**src/rtl/arith_muldiv.sv**
```systemverilog
// Multi-cycle multiply/divide unit for MULT/MULTU/DIV/DIVU.
// One bit per cycle: shift-add multiply and restoring divide, with a sign fix-up step.
module arith_muldiv #(
   parameter int unsigned WIDTH = 32
) (
   input  logic             clk,
   input  logic             reset,
   input  logic             start,
   input  logic [1:0]       op,
   input  logic [WIDTH-1:0] A,
   input  logic [WIDTH-1:0] B,
   output logic             busy,
   output logic             done,
   output logic [WIDTH-1:0] hi,
   output logic [WIDTH-1:0] lo,
   output logic             z,
   output logic             n,
   output logic             dz
);

   localparam int unsigned CW = $clog2(WIDTH + 1);

   typedef enum logic [1:0] {StIdle, StRun, StFix, StDone} state_e;

   state_e           state_q, state_d;
   logic [CW-1:0]    cnt_q, cnt_d;
   logic             is_div_q, is_div_d;
   logic             neg_res_q, neg_res_d;
   logic             neg_rem_q, neg_rem_d;
   logic             dzero_q, dzero_d;
   logic [WIDTH-1:0] acc_hi_q, acc_hi_d;
   logic [WIDTH-1:0] acc_lo_q, acc_lo_d;
   logic [WIDTH-1:0] mcand_q, mcand_d;
   logic [WIDTH-1:0] hi_q, hi_d, lo_q, lo_d;
   logic             z_q, z_d, n_q, n_d, dz_q, dz_d;

   logic             a_neg, b_neg;
   logic [WIDTH-1:0] a_mag, b_mag;
   logic [WIDTH:0]   mul_sum;
   logic [WIDTH:0]   div_shift;
   logic [WIDTH+1:0] div_diff;
   logic [2*WIDTH-1:0] prod_fix;
   logic [WIDTH-1:0] quo_fix, rem_fix;

   // Magnitudes of signed operands; MIN maps to 2^(WIDTH-1) held unsigned.
   assign a_neg = op[0] & A[WIDTH-1];
   assign b_neg = op[0] & B[WIDTH-1];
   assign a_mag = a_neg ? -A : A;
   assign b_mag = b_neg ? -B : B;

   assign mul_sum   = {1'b0, acc_hi_q} + (acc_lo_q[0] ? {1'b0, mcand_q} : '0);
   assign div_shift = {acc_hi_q, acc_lo_q[WIDTH-1]};
   assign div_diff  = {1'b0, div_shift} - {2'b00, mcand_q};

   // With a zero divisor the restoring loop leaves |A| as remainder, so the
   // dividend-sign correction below reproduces the original A in hi.
   assign prod_fix = neg_res_q ? -{acc_hi_q, acc_lo_q} : {acc_hi_q, acc_lo_q};
   assign quo_fix  = dzero_q ? '1 : (neg_res_q ? -acc_lo_q : acc_lo_q);
   assign rem_fix  = neg_rem_q ? -acc_hi_q : acc_hi_q;

   always_comb begin
      state_d   = state_q;
      cnt_d     = cnt_q;
      is_div_d  = is_div_q;
      neg_res_d = neg_res_q;
      neg_rem_d = neg_rem_q;
      dzero_d   = dzero_q;
      acc_hi_d  = acc_hi_q;
      acc_lo_d  = acc_lo_q;
      mcand_d   = mcand_q;
      hi_d      = hi_q;
      lo_d      = lo_q;
      z_d       = z_q;
      n_d       = n_q;
      dz_d      = dz_q;
      unique case (state_q)
         StIdle: begin
            if (start) begin
               state_d   = StRun;
               cnt_d     = CW'(WIDTH);
               is_div_d  = op[1];
               neg_res_d = a_neg ^ b_neg;
               neg_rem_d = a_neg;
               dzero_d   = op[1] & (B == '0);
               acc_hi_d  = '0;
               acc_lo_d  = op[1] ? a_mag : b_mag;
               mcand_d   = op[1] ? b_mag : a_mag;
            end
         end
         StRun: begin
            if (cnt_q == '0) begin
               state_d = StFix;
            end else begin
               cnt_d = cnt_q - CW'(1);
               if (is_div_q) begin
                  acc_hi_d = div_diff[WIDTH+1] ? div_shift[WIDTH-1:0] : div_diff[WIDTH-1:0];
                  acc_lo_d = {acc_lo_q[WIDTH-2:0], ~div_diff[WIDTH+1]};
               end else begin
                  acc_hi_d = mul_sum[WIDTH:1];
                  acc_lo_d = {mul_sum[0], acc_lo_q[WIDTH-1:1]};
               end
            end
         end
         StFix: begin
            state_d = StDone;
            if (is_div_q) begin
               hi_d = rem_fix;
               lo_d = quo_fix;
               z_d  = (quo_fix == '0);
               n_d  = quo_fix[WIDTH-1];
               dz_d = dzero_q;
            end else begin
               hi_d = prod_fix[2*WIDTH-1:WIDTH];
               lo_d = prod_fix[WIDTH-1:0];
               z_d  = (prod_fix == '0);
               n_d  = prod_fix[2*WIDTH-1];
               dz_d = 1'b0;
            end
         end
         StDone: state_d = StIdle;
         default: state_d = StIdle;
      endcase
   end

   always_ff @(posedge clk or posedge reset) begin
      if (reset) begin
         state_q   <= StIdle;
         cnt_q     <= '0;
         is_div_q  <= 1'b0;
         neg_res_q <= 1'b0;
         neg_rem_q <= 1'b0;
         dzero_q   <= 1'b0;
         acc_hi_q  <= '0;
         acc_lo_q  <= '0;
         mcand_q   <= '0;
         hi_q      <= '0;
         lo_q      <= '0;
         z_q       <= 1'b0;
         n_q       <= 1'b0;
         dz_q      <= 1'b0;
      end else begin
         state_q   <= state_d;
         cnt_q     <= cnt_d;
         is_div_q  <= is_div_d;
         neg_res_q <= neg_res_d;
         neg_rem_q <= neg_rem_d;
         dzero_q   <= dzero_d;
         acc_hi_q  <= acc_hi_d;
         acc_lo_q  <= acc_lo_d;
         mcand_q   <= mcand_d;
         hi_q      <= hi_d;
         lo_q      <= lo_d;
         z_q       <= z_d;
         n_q       <= n_d;
         dz_q      <= dz_d;
      end
   end

   assign busy = (state_q != StIdle);
   assign done = (state_q == StDone);
   assign hi   = hi_q;
   assign lo   = lo_q;
   assign z    = z_q;
   assign n    = n_q;
   assign dz   = dz_q;

endmodule

```
**config.mk**
```make
export PLATFORM = sky130hd
export DESIGN_NAME = arith_muldiv
export DESIGN_NICKNAME = d
export VERILOG_FILES = /design/src/rtl/arith_muldiv.sv
export SDC_FILE = /design/constraint.sdc
export NUM_CORES = 1
export LEC_CHECK = 0
export ABC_AREA = 1
export CORE_AREA = 2 2 190 192
export CTS_CLUSTER_DIAMETER = 60
export DETAILED_ROUTE_END_ITERATION = 8
export DIE_AREA = 0 0 192 194
export PLACE_DENSITY_LB_ADDON = 0.12
export SETUP_SLACK_MARGIN = 0.5
export SLEW_MARGIN = 40
export SYNTH_ARGS = -nofsm -noshare
export SYNTH_HDL_FRONTEND = slang
export SYNTH_SLANG_ARGS = --single-unit
```
**constraint.sdc**
```tcl
create_clock -name clk -period 7.8 [get_ports clk]
set_clock_uncertainty 0.15 [all_clocks]
set_input_delay 1.56 -clock clk [delete_from_list [all_inputs] [get_ports clk]]
set_output_delay 1.56 -clock clk [all_outputs]
set_load 0.05 [all_outputs]
```
# [Word level (Yosys, flattened, before mapping)]
# Cells that the tools add are included.
[word_totals] ff_bits=175 in_bits=69 output_inout_bits=69 elab_cells=72
[classes] add_sub_neg=8 n_eq_ne=6 n_mux=29 bitwise_logic=5 n_reduce_logical=10
[op_table] cell="$mux 32" n=17
[op_table] cell="$neg 32->32" n=4
[op_table] cell="$pmux 32 s2" n=2
[op_table] cell="$logic_not 32->1" n=2
[op_table] cell="$logic_not 64->1" n=1
[op_table] cell="$mux 64" n=1
[op_table] cell="$neg 64->64" n=1
[op_table] cell="$sub 33x32->34" n=1
[op_table] cell="$add 32x32->33" n=1
[op_table] cell="$mux 6" n=2
[op_table] cell="$pmux 6 s2" n=1
[op_table] cell="$pmux 2 s4" n=1
[op_table] cell="$logic_not 6->1" n=1
[op_table] cell="$ne 2x2->1 const B" n=3
[op_table] cell="$sub 6x1->6 const B" n=1
[op_table] cell="$eq 2x2->1 const B" n=2
[op_table] cell="$mux 2" n=2
[op_table] cell="$reduce_and 2->1" n=2
[op_table] cell="$reduce_bool 2->1" n=2
[op_table] cell="$and 1x1->1" n=3
[op_table] cell="$mux 1" n=3
[op_table] cell="$reduce_and 3->1" n=1
[op_table] cell="$eq 2x1->1 const B" n=1
[op_table] cell="$logic_not 2->1" n=1
[op_table] cell="2 further kinds" n=2

# [Longest topological paths before layout]
[depth] depth_word=5 mapped_depth=21 mapped_depth_nobuf=20

# [Least setup slack after synthesis]
# Ideal clock, no wire load.
[synth_path] kind="input -> register" from="input A[0]" to="register mcand_q[22]" setup_ps=126 arrival_ps=2984 t_required_ps=7524 setup_slack_ps=4540 stages=11 n_path_buf=0 path_cell_list="inv_1 -> ha_1 -> nand3_1 -> nor2_1 -> nand2_1 -> nor2_1 -> nand2_1 -> nand2_1 -> nand2_1 -> xor2_1 -> a221o_1"
[synth_via] elab_chain_cells=3
[synth_rtl] item="start, declared" line_no="10" rtl="input logic [WIDTH-1:0] A,"
[synth_rtl] item="$neg 32->32" line_no="48" rtl="assign a_mag = a_neg ? -A : A;"
[synth_rtl] item="$mux 32" line_no="48"
[synth_rtl] item="$mux 32" line_no="87" rtl="mcand_d = op[1] ? b_mag : a_mag;"
[synth_rtl] item="end signal, assigned" line_no="150" rtl="mcand_q <= mcand_d;"
[synth_rtl] item="end, declared" line_no="33" rtl="logic [WIDTH-1:0] mcand_q, mcand_d;"
# No other way between the ends.
# A chain may end at the register's enable or synchronous reset.

# [Worst setup path after layout]
[layout_path] from="input op[0]" to="register acc_lo_q[26]"
[layout_via] elab_chain_cells=5 word_cells_on_any_way=7 classes_between="mux (5); bitwise (2)"
[layout_rtl] item="start, declared" line_no="9" rtl="input logic [1:0] op,"
[layout_rtl] item="$and 1x1->1 (on tied branches)" line_no="47, 46"
[layout_rtl] item="$mux 32 (on tied branches)" line_no="49, 48"
[layout_rtl] item="$mux 32 (*)" line_no="86" rtl="acc_lo_d = op[1] ? a_mag : b_mag;"
[layout_rtl] item="$mux 32 (*)" line_no="78" rtl="if (start) begin"
[layout_rtl] item="$pmux 32 s2 (*)" line_no="76" rtl="unique case (state_q)"
[layout_rtl] item="end signal, assigned" line_no="149" rtl="acc_lo_q <= acc_lo_d;"
[layout_rtl] item="end, declared" line_no="32" rtl="logic [WIDTH-1:0] acc_lo_q, acc_lo_d;"
# Every way passes the cells marked *; elsewhere a longest branch is shown, timed or not. The select of a mux whose other input is x is not followed.

==> impl_metrics.yaml <==
synth:
  ys_warn_count: 0
  synth_edf_count: 0
  avgSynthCellArea_um2: 6.14
  syn_inst: 2820
  ys_async_sr_fraction_pct: 100
  ys.flop_type: "dfrtp_1"
  yosysUniqueCellTypes: 53
  synth_nets: 2967
  syn_area_um2: 17300
  ys_seq_area_share_pct: 25.3
  synth-seq-cells: 175
timing:
  setup_viol: 0
  rsz0062_at_grt: "false"
  min_period_over_period_pct: 53.9
  drv_slew: 0
  tightest_slew_ns: 0.831
  relSlewSlack_pct: 44.6
  finalHoldViolCount: 0
  setup_tns_ns: 0
  fin_crit_ns: 4.20
  max_freq_mhz: 238
die:
  placeableCoreArea_um2: 35200
  io_pins: 138
  rows: 69
  initial_utilization_pct: 49.1
  die_width_um: 192
  die_area_um2: 37200
  fp.dieH_um: 194
setup_path:
  cp_max_fo: 28
  endpoint_kind: "flip-flop"
  cp-start-kind: "input port"
  critPathKind: "in2reg"
  critPathArrivalTime_ns: 4.45
  r2r_setup_slack_ns: 3.72
  cp_data_required_time_ns: 8.05
flow_run:
  cap_violations: 0
clocking:
  cts_resized: 0
  cts_max_path_buffers: 2
  clock-sinks: 175
  clkLatencyLatePin_ns: 0.48
  cts_tree: "done"
  cts_max_level: 4
  cts.clk_slew.worst_paths_ns: 0.08
  postCtsSetupBuffers: 0
  cts_buffers: 17
  cts_root_buf: "clkbuf_16"
  hold_buffers: 0
route:
  drcViolationCount: 0
  via_per_inst: 5.98
  wire_per_inst_um: 21.2
  ant_nets: 0
  dr.pass1.iters: 8
  vias: 20100
  drt_iter0_drc: 2255
  wirelength_mm: 71.5
place:
  io_buffers: 137
  gp_congestion: 1.06
  hpwl_mm: 56.5
grt:
  grt_pass1_wl_mm: 108
  antenna_found_initial: 0
  grt_pass1_vias: 18300
  grt_max_degree: 105
  grt_remaining_overflow: 0
  track_usage_pct: 38.2
pwr:
  p_leak_nw: 9.31
  power.total_mw: 9.97
  max-vdd-ir-drop_uv: 270
  p_per_area_nw_per_um2: 509
outcome:
  status: "complete, no violations"
layout:
  layout_common_cells: "nand2_1, nor2_1, inv_1"
  syn2layout_area_growth_pct: 13.1
  final_common_cell: "nand2_1"
  drive_above_1_share_pct: 3.61
  nets: 3042
  antennaDiodeCount: 0
min_path:
  hold_class: "reg2reg"
## final timing paths
path | startpoint | endpoint | depth (start not counted)
hold reg to reg | hi[21] | hi[21] | 2
max in group asynchronous | reset | is_div_q | 4
hold / removal | hi[21] | hi[21] | 2
setup reg to reg | acc_hi_q[18] | acc_hi_q[3] | 13
min in group asynchronous | reset | lo[2] | 2
setup / recovery | op[0] | acc_lo_q[26] | 10
## registers in the layout, indices dropped and copies added (netlist names)
signal,count
acc_hi_q,32
acc_lo_q,32
cnt_q,6
dz,1
dzero_q,1
hi,32
is_div_q,1
lo,32
mcand_q,32
n,1
neg_rem_q,1
neg_res_q,1
state_q,2
z,1
## cell usage after synthesis (all sizes together), types with 5 or more instances
cell type | instances | area, um2
nand2 | 760 | 2890
nor2 | 367 | 1440
inv | 344 | 1290
o21ai | 226 | 1140
nand3 | 205 | 1040
a21oi | 202 | 1010
dfrtp | 175 | 4380
xor2 | 90 | 788
ha | 76 | 951
clkbuf | 73 | 274
nand4 | 39 | 244
o211ai | 38 | 285
nor3 | 31 | 170
buf | 27 | 141
o22ai | 25 | 156
xnor2 | 21 | 184
a22oi | 14 | 105
o221ai | 13 | 114
or2 | 12 | 75.1
nor4 | 10 | 62.6
nand3b | 8 | 60.1
o21bai | 8 | 60.1
o31ai | 7 | 52.6
a31oi | 6 | 37.5
a21o | 5 | 37.5
a22o | 5 | 43.8
o21a | 5 | 37.5
## per-layer routing
layer  wire length, um  GRT usage [%]
met1             29900           52.7
met3              7060           7.87
met5                 0              0
met4              4410           20.4
met2             30200           55.8
## cells by family after synthesis
family	share of synthesized area, %
compound gates	18.7
xor+xnor	5.62
fa+ha+maj	5.72
buf+inv	9.95
flops	25.3
simple gates	34.7
## area by class of cell
cell class	instances	area (um2)
inverter	348	1320
tap	461	577
clock buffer	20	437
multi-input combinational	2197	11200
fill	3667	15600
timing repair buffer	156	1540
sequential	175	4380
clock inverter	12	101
## through the flow
step | cell area (um2) | worst slack (ns) | utilization [%] | std cells | hold WS, ns
floorplan | 17300 | 1.34 | - | 2820 | 0.311
global placement | 19000 | 3.21 | 53.9 | 3336 | 0.311
detailed placement | 19000 | 3.23 | 54.0 | 3336 | 0.316
CTS | 19500 | 3.72 | 55.5 | 3368 | 0.336
global route | 19600 | 3.34 | 55.6 | 3369 | 0.344
finish | 19600 | 3.60 | 55.6 | 3369 | 0.330
## power breakdown
group	switching, mW	internal [mW]	total, mW
logic	4.94	2.18	7.11
registers	0.664	1.35	2.01
clock network	0.429	0.416	0.845
## critical path, stage by stage
cell             delay [ns]
clkdlybuf4s50_1        0.53
nand2_1                0.50
clkinv_1               0.83
nand2_1                0.36
nand2_1                0.12
inv_1                  0.09
nand3_1                0.08
nand3_1                0.10
o211ai_1               0.11
a21oi_1                0.18
No activity file was read; power rests on OpenSTA's default activity.
